File: src/rtl/if_stage.sv
// RV32I instruction-fetch stage plus IF/ID pipeline register.
// Owns the PC, fetches over a req/ready handshake, and applies Execute redirects.
module if_stage #(
  parameter int              XLEN     = 32,
  parameter logic [XLEN-1:0] RESET_PC = 32'h0000_0000,
  parameter logic [31:0]     NOP      = 32'h0000_0013
) (
  input  logic            clk,
  input  logic            rst,
  input  logic            StallF,
  input  logic            StallD,
  input  logic            FlushD,
  input  logic [1:0]      PCSrcE,
  input  logic [XLEN-1:0] PCTargetE,
  input  logic [XLEN-1:0] ALUResultE,
  output logic            imem_req,
  output logic [XLEN-1:0] imem_addr,
  input  logic            imem_ready,
  input  logic [31:0]     imem_rdata,
  output logic [31:0]     InstrD,
  output logic [XLEN-1:0] PCD,
  output logic [XLEN-1:0] PCPlus4D,
  output logic            FetchBusyF
);

  typedef enum logic [1:0] {
    S_REQ   = 2'd0,
    S_HOLD  = 2'd1,
    S_DRAIN = 2'd2
  } state_e;

  state_e          state_q, state_d;
  logic [XLEN-1:0] pcf_q, pcf_d;
  logic [XLEN-1:0] req_addr_q, req_addr_d;
  logic [31:0]     hold_q, hold_d;
  logic [31:0]     instrd_q, instrd_d;
  logic [XLEN-1:0] pcd_q, pcd_d;
  logic [XLEN-1:0] pcplus4d_q, pcplus4d_d;

  logic            redirect_s;
  logic [XLEN-1:0] target_sel_s;
  logic [XLEN-1:0] target_s;
  logic [XLEN-1:0] pc_plus4_s;
  logic            deliver_s;
  logic            req_s;
  logic [31:0]     fetch_instr_s;

  // Fetch FSM next-state, PC/ReqAddr update and delivery decision.
  always_comb begin
    redirect_s    = (PCSrcE != 2'b00);
    target_sel_s  = (PCSrcE == 2'b10) ? ALUResultE : PCTargetE;
    target_s      = {target_sel_s[XLEN-1:2], 2'b00};
    pc_plus4_s    = pcf_q + XLEN'(4);
    state_d       = state_q;
    pcf_d         = pcf_q;
    req_addr_d    = req_addr_q;
    hold_d        = hold_q;
    deliver_s     = 1'b0;
    req_s         = 1'b0;
    fetch_instr_s = hold_q;
    case (state_q)
      S_REQ: begin
        req_s         = 1'b1;
        fetch_instr_s = imem_rdata;
        if (imem_ready) begin
          if (redirect_s) begin
            pcf_d      = target_s;
            req_addr_d = target_s;
          end else if (StallF) begin
            hold_d  = imem_rdata;
            state_d = S_HOLD;
          end else begin
            deliver_s  = 1'b1;
            pcf_d      = pc_plus4_s;
            req_addr_d = pc_plus4_s;
          end
        end else if (redirect_s) begin
          // The old request stays on the bus until the memory accepts it.
          pcf_d   = target_s;
          state_d = S_DRAIN;
        end else begin
          state_d = S_REQ;
        end
      end
      S_HOLD: begin
        if (redirect_s) begin
          pcf_d      = target_s;
          req_addr_d = target_s;
          state_d    = S_REQ;
        end else if (StallF) begin
          state_d = S_HOLD;
        end else begin
          deliver_s  = 1'b1;
          pcf_d      = pc_plus4_s;
          req_addr_d = pc_plus4_s;
          state_d    = S_REQ;
        end
      end
      S_DRAIN: begin
        req_s = 1'b1;
        if (redirect_s) begin
          pcf_d = target_s;
        end else begin
          pcf_d = pcf_q;
        end
        if (imem_ready) begin
          req_addr_d = redirect_s ? target_s : pcf_q;
          state_d    = S_REQ;
        end else begin
          state_d = S_DRAIN;
        end
      end
      default: begin
        state_d    = S_REQ;
        pcf_d      = RESET_PC;
        req_addr_d = RESET_PC;
      end
    endcase
  end

  // IF/ID register next values: flush beats stall, stall beats delivery.
  always_comb begin
    instrd_d   = instrd_q;
    pcd_d      = pcd_q;
    pcplus4d_d = pcplus4d_q;
    if (FlushD) begin
      instrd_d   = NOP;
      pcd_d      = '0;
      pcplus4d_d = '0;
    end else if (StallD) begin
      instrd_d   = instrd_q;
    end else if (deliver_s) begin
      instrd_d   = fetch_instr_s;
      pcd_d      = pcf_q;
      pcplus4d_d = pc_plus4_s;
    end else begin
      instrd_d   = NOP;
      pcd_d      = '0;
      pcplus4d_d = '0;
    end
  end

  // State, PC and IF/ID registers.
  always_ff @(posedge clk or posedge rst) begin
    if (rst) begin
      state_q    <= S_REQ;
      pcf_q      <= RESET_PC;
      req_addr_q <= RESET_PC;
      hold_q     <= 32'h0000_0000;
      instrd_q   <= NOP;
      pcd_q      <= '0;
      pcplus4d_q <= '0;
    end else begin
      state_q    <= state_d;
      pcf_q      <= pcf_d;
      req_addr_q <= req_addr_d;
      hold_q     <= hold_d;
      instrd_q   <= instrd_d;
      pcd_q      <= pcd_d;
      pcplus4d_q <= pcplus4d_d;
    end
  end

  assign imem_req   = req_s;
  assign imem_addr  = req_addr_q;
  assign FetchBusyF = !deliver_s;
  assign InstrD     = instrd_q;
  assign PCD        = pcd_q;
  assign PCPlus4D   = pcplus4d_q;

endmodule

File: config.mk
export PLATFORM = sky130hd
export DESIGN_NAME = if_stage
export DESIGN_NICKNAME = d
export VERILOG_FILES = /design/src/rtl/if_stage.sv
export SDC_FILE = /design/constraint.sdc
export NUM_CORES = 1
export LEC_CHECK = 0
export CORE_AREA = 2 2 143 145
export CTS_BUF_LIST = sky130_fd_sc_hd__clkbuf_8 sky130_fd_sc_hd__clkbuf_16
export CTS_CLUSTER_DIAMETER = 80
export CTS_CLUSTER_SIZE = 28
export DETAILED_ROUTE_END_ITERATION = 6
export DIE_AREA = 0 0 145 147
export PLACE_DENSITY = 0.8
export SLEW_MARGIN = 30
export SYNTH_ARGS = -nofsm -noshare
export SYNTH_HDL_FRONTEND = slang
export SYNTH_SLANG_ARGS = --single-unit
File: constraint.sdc
create_clock -name clk -period 8.21 [get_ports clk]
set_input_delay 0.821 -clock clk [delete_from_list [all_inputs] [get_ports clk]]
set_output_delay 0.821 -clock clk [all_outputs]
set_load 0.05 [all_outputs]
==> flow_metrics.tcl, run 1 <==
set metrics [dict create \
    cts_root_buf "clkbuf_16" \
    cp_max_fo 9 \
    rows 52 \
    cts-buffers-inserted 17 \
    dp_hpwl_um 19800 \
    first_global_vias 8759 \
    hold_path_class "register to register" \
    ys.warnings.count 0 \
    place_area_um2 12300 \
    track_usage 0.282 \
    port_buffers 229 \
    rr_startpoint "pcf_q[4]$_DFF_PP0_" \
    nets 1292 \
    min_period_ps 3820 \
    dieHeight_um 147 \
    cap_violations 0 \
    grt_max_degree 129 \
    p_per_area_nw_per_um2 195 \
    finalSetupTns_ps 0 \
    coreArea_um2 19800 \
    path_clk_slew_ps 70 \
    synth_ff_type "dfrtp_1" \
    arrival_ps 2990 \
    cts_htree_levels 4 \
    synthArstFlopShare 1.00 \
    slew_viol_final 0 \
    drive_gt1_frac 0.0917 \
    antennaDiodeCount 0 \
    synth_edf_count 0 \
    seq_area_frac_synth 0.486 \
    period_share 0.465 \
    drcViolationCount 0 \
    fin_skew_ps 13.3 \
    avgRoutedWirePerCell_um 20.4 \
    cts.sinks 192 \
    start_util 0.499 \
    crit_type "input pin to primary output" \
    regToRegSetupSlack_ps 5240 \
    slew_headroom 0.349 \
    fp.dieW_um 145 \
    start_kind "input pin" \
    final_area_um2 12900 \
    antenna_found_initial 0 \
    drt_iter0_drc 954 \
    yosys_register_bits 192 \
    rsz0062_at_grt "no" \
    syn_inst 1024 \
    status "completed" \
    clock_path_buffers 2 \
    p_leak_nw 5.35 \
    reg2reg_depth 5 \
    clock_latency_ps 440 \
    postSynthAreaPerCell_um2 9.67 \
    critPathRequiredTime_ps 7390 \
    tightest_slew_ps 974 \
    cp-startpoint "imem_ready" \
    holdWs_ps 481 \
    ant_nets 0 \
    grt-ovfl-total 0 \
    syn_to_final_growth_pct 29.9 \
    io_pins 234 \
    post_cts_buffers 0 \
    cts_hold_buf 0 \
    dr.pass1.iters 7 \
    endpoint_kind "primary output" \
    fmax_ghz 0.262 \
    cts_tree "done" \
    die_area_um2 21300 \
    ys_types 72 \
    crit_end "FetchBusyF" \
    wirelength_um 30100 \
    netlist_area_um2 9900 \
    final-hold-violation-count 0 \
    gp_congestion 0.902 \
    grt_pass1_wl_um 48000 \
    vdd_drop_max_mv 0.154 \
    setup_viol 0 \
    vias_per_cell 6.11 \
    reg2reg_to "pcf_q[23]$_DFF_PP0_" \
    via_count 8977 \
    syn_nets 1129 \
    cts-resized-gates 0 \
]
==> area by class of cell <==
type                       instances  area [µm²]
clock inverter                    14         164
clock buffer                      18         439
timing repair buffer             246        2420
inverter                          11        53.8
fill                            1578        6980
tap                              270         338
sequential                       192        4810
multi-input combinational        719        4640
==> metrics by stage <==
step | worst slack, ps | total power, mW | instances | util
floorplan | 2170 | 1.47 | 1024 | -
global placement | 4440 | 1.64 | 1438 | 0.617
detailed placement | 4420 | 1.66 | 1438 | 0.617
CTS | 4410 | 2.51 | 1470 | 0.648
global route | 4370 | 2.61 | 1470 | 0.648
finish | 4390 | 2.51 | 1470 | 0.648
==> logic make-up (layout without fill, tap and decap cells) <==
logic type | count (synthesis) | in the layout | synth area share
AOI/OAI and AO/OA | 327 | 327 | 0.209
xor gates and xnor gates | 24 | 24 | 0.0212
adders and majority gates | 1 | 1 | 0.00126
buffers and inverters | 113 | 289 | 0.0509
DFF | 192 | 192 | 0.486
muxes | 89 | 89 | 0.0948
and+or+nand+nor | 278 | 278 | 0.137
==> critical path, cell delays in order <==
cell             delay [ps]
clkdlybuf4s50_1         710
nor2_1                  180
or4_4                   540
clkdlybuf4s50_1         740
==> layout by cell type (no fill, tap or decap), types with 5 or more instances in the layout <==
cell	netlist	layout
inv_1	11	9
xor2_1	9	9
nand2_1	111	111
o31ai_1	9	9
nor2_1	46	45
a21oi_1	47	46
clkbuf_16	0	17
nor3_1	24	24
buf_4	2	16
dfrtp_1	189	189
xnor2_1	15	15
nand4_1	13	13
nor2b_1	10	9
o22ai_1	31	31
o21ai_0	67	67
a31oi_1	9	9
a22o_1	31	31
a221oi_1	6	6
nor4_1	8	7
and3_1	6	6
a21o_1	7	7
o21ai_1	60	60
a211oi_1	22	22
and2_1	6	6
nand3_1	17	17
clkdlybuf4s50_1	0	229
nand2b_1	7	7
inv_8	0	5
mux2_2	38	38
or3_1	10	9
mux2i_1	51	51
==> metal layers <==
| layer | share of wire | wire length (µm) | GRT usage | vias to the layer above |
|---|---|---|---|---|
| met1 | 0.42 | 12600 | 0.380 | 4395 |
| met5 | 0 | 0 | 0 | - |
| met3 | 0.084 | 2530 | 0.0724 | 70 |
| li1 | - | - | - | 4045 |
| met4 | 0.029 | 865 | 0.103 | 0 |
| met2 | 0.47 | 14100 | 0.443 | 467 |
==> how the worst min path moves through the flow <==
stage | start | end | slack, ps | cells past startpoint
final | PCPlus4D[16]$_DFFE_PP0P_ | PCPlus4D[16]$_DFFE_PP0P_ | 480 | 2
after global routing | PCPlus4D[28]$_DFFE_PP0P_ | PCPlus4D[28]$_DFFE_PP0P_ | 510 | 2
after detailed placement | imem_addr[2]$_DFFE_PP0P_ | imem_addr[2]$_DFFE_PP0P_ | 470 | 2
after floorplan | pcf_q[0]$_DFF_PP0_ | PCD[0]$_DFFE_PP0P_ | 460 | 1
after global placement | PCPlus4D[20]$_DFFE_PP0P_ | PCPlus4D[20]$_DFFE_PP0P_ | 460 | 2
after CTS | PCPlus4D[16]$_DFFE_PP0P_ | PCPlus4D[16]$_DFFE_PP0P_ | 490 | 2
==> power breakdown <==
| part | total (mW) | internal, mW | switching (mW) |
|---|---|---|---|
| registers | 1.12 | 1.03 | 0.0866 |
| logic | 0.536 | 0.218 | 0.318 |
| clock network | 0.855 | 0.445 | 0.410 |
| total | 2.51 | 1.69 | 0.814 |
==> synth_stat cells (8+ instances only) <==
master / n / share of area
or3_1: 10 / 0.0063
buf_2: 20 / 0.010
nor4_1: 8 / 0.0051
nor2_1: 46 / 0.017
a21oi_1: 47 / 0.024
dfrtp_1: 189 / 0.48
o22ai_1: 31 / 0.020
o21ai_0: 67 / 0.034
nand2_1: 111 / 0.042
inv_1: 11 / 0.0042
nor2b_1: 10 / 0.0063
xor2_1: 9 / 0.0080
a211oi_1: 22 / 0.017
a31oi_1: 9 / 0.0057
nor3_1: 24 / 0.012
a22o_1: 31 / 0.027
nand3_1: 17 / 0.0086
nand4_1: 13 / 0.0082
mux2_2: 38 / 0.043
clkbuf_1: 67 / 0.025
o31ai_1: 9 / 0.0068
xnor2_1: 15 / 0.013
o21ai_1: 60 / 0.030
mux2i_1: 51 / 0.052
==> registers in the layout, indices dropped and copies added, names as in the netlist <==
register and flops:
InstrD 32, PCD 32, hold_q 32, imem_addr 32, pcf_q 32, PCPlus4D 30, state_q 2
(Power assumes the default switching activity.)
==> run 2, diff against run 1 <==
Settings changed: CORE_AREA 2 2 143 145 to 2 2 150 152, DIE_AREA 0 0 145 147 to 0 0 152 154, PLACE_DENSITY 0.8 to 0.77.
Clock period 8.21 ns to 3.4 ns, I/O delays scaled along.
==> run 2 against run 1 <==
Net effect:
- register-to-register slack got worse by 4500 ps
- non-clock buffer count rose by 22
- combinational power rose by 150%
- global-route usage fell by 1.7 points
- critical endpoint is now imem_req
==> flow_metrics.tcl, run 2 (same netlist as run 1, synthesis figures left out) <==
set metrics [dict create \
    die_area_um2 23400 \
    clock_power_share 0.335 \
    final_common_cell "clkdlybuf4s50_1" \
    clock_path_buffers 2 \
    rsz0062_at_grt "no" \
    clock_latency_ps 440 \
    final_area_um2 13000 \
    path_clk_slew_ps 80 \
    crit_type "register to primary output" \
    setup_viol 0 \
    p_switching_mw 1.94 \
    cts_root_buf "clkbuf_16" \
    start_kind "register" \
    p_int_mw 4.09 \
    cts-buffers-inserted 17 \
    ant_nets 0 \
    p_per_area_nw_per_um2 463 \
    finalSetupTns_ps 0 \
    p_total_mw 6.03 \
    reg2reg_depth 7 \
    antenna_found_initial 0 \
    endpoint_kind "primary output" \
    final-hold-violation-count 0 \
    slew_headroom 0.442 \
    port_buffers 229 \
    cts_tree "done" \
    grt_pass1_wl_um 49400 \
    dp_hpwl_um 21400 \
    via_count 9018 \
    arrival_ps 2530 \
    avgRoutedWirePerCell_um 20.7 \
    start_util 0.457 \
    cts_hold_buf 0 \
    tightest_slew_ps 829 \
    coreArea_um2 21700 \
    hold_path_class "input pin to async pin" \
    fillers 1852 \
    status "completed" \
    period_share 0.844 \
    antennaDiodeCount 0 \
    first_global_vias 8794 \
    min_period_ps 2870 \
    p_leak_nw 5.45 \
    grt_max_degree 86 \
    gp_congestion 0.929 \
    dieHeight_um 154 \
    cp_max_fo 18 \
    vdd_drop_max_mv 0.278 \
    cts-resized-gates 0 \
    cts_htree_levels 4 \
    cap_violations 0 \
    drive_gt1_frac 0.107 \
    drcViolationCount 0 \
    p_sw_frac 0.322 \
    multiInputGateArea_um2 4630 \
    nets 1314 \
    regArea_um2 4810 \
    fmax_ghz 0.348 \
    fin_util 0.601 \
    holdWs_ps 217 \
    syn_to_final_growth_pct 31.7 \
    post_cts_buffers 0 \
    slew_viol_final 0 \
    fp.dieW_um 152 \
    wirelength_um 31100 \
    rows 54 \
    fin_skew_ps 13.3 \
    io_pins 234 \
    cts.sinks 192 \
    grt-ovfl-total 0 \
    vias_per_cell 6.00 \
    dr.pass1.iters 5 \
    place_area_um2 12400 \
    seqPwrFrac 0.447 \
    critPathRequiredTime_ps 3060 \
    comb_power_share 0.218 \
    track_usage 0.265 \
    drt_iter0_drc 776 \
    final_cell_mix "228 x clkdlybuf4s50_1, 189 x dfrtp_1, 111 x nand2_1" \
]
## run 2: cell count changes in the layout (fill, tap and decap cells not counted), moves of 3 or more
cell / change
buf_4: +21
inv_8: -3
buf_12: +3
clkinvlp_4: +3
## run 2: through the flow
| stage | setup slack (ps) | cells |
|---|---|---|
| 4_1_cts | 571 | 1502 |
| 6_report | 529 | 1502 |
| 3_5_place_dp | 579 | 1470 |
| 5_1_grt | 498 | 1502 |
| 2_1_floorplan | 586 | 1024 |
| 3_3_place_gp | 601 | 1470 |
## run 2: metal layers
layer  up-vias  share of wire  track usage
met2       520           0.47        0.423
met5         -              0            0
li1       4101              -            -
met1      4342           0.41        0.355
met3        55          0.098       0.0629
met4         0          0.026       0.0926
## run 2: critical path, cell delays in order (launching register included)
cell and delay, ps:
dfrtp_1 820, inv_1 450, clkdlybuf4s50_1 820
## run 2: power groups by stage
stage          combinational (mW)  clock (mW)  sequential [mW]
4_1_cts                      1.31        2.06             2.69
3_3_place_gp                 1.28           0             2.72
2_1_floorplan               0.691           0             2.85
6_report                     1.32        2.02             2.69
3_5_place_dp                 1.31           0             2.73
5_1_grt                      1.41        2.15             2.72
## run 2: final timing paths
kind / slack, ps / startpoint / end
worst max-delay path: 530 / state_q[0]$_DFFE_PP0P_ / imem_req
worst min-delay path: 220 / rst / PCD[1]$_DFFE_PP0P_
worst max register to register: 790 / pcf_q[2]$_DFF_PP0_ / pcf_q[30]$_DFF_PP0_
worst min register to register: 480 / PCPlus4D[20]$_DFFE_PP0P_ / PCPlus4D[20]$_DFFE_PP0P_
max in group asynchronous: 2200 / rst / PCD[9]$_DFFE_PP0P_
min in group clk: 480 / PCPlus4D[20]$_DFFE_PP0P_ / PCPlus4D[20]$_DFFE_PP0P_
## run 2: cell type report
class	instances	area share
inverter	11	0.00345
sequential	192	0.369
clock buffer	18	0.0337
multi-input combinational	719	0.355
tap	280	0.0269
timing repair buffer	268	0.201
clock inverter	14	0.0115
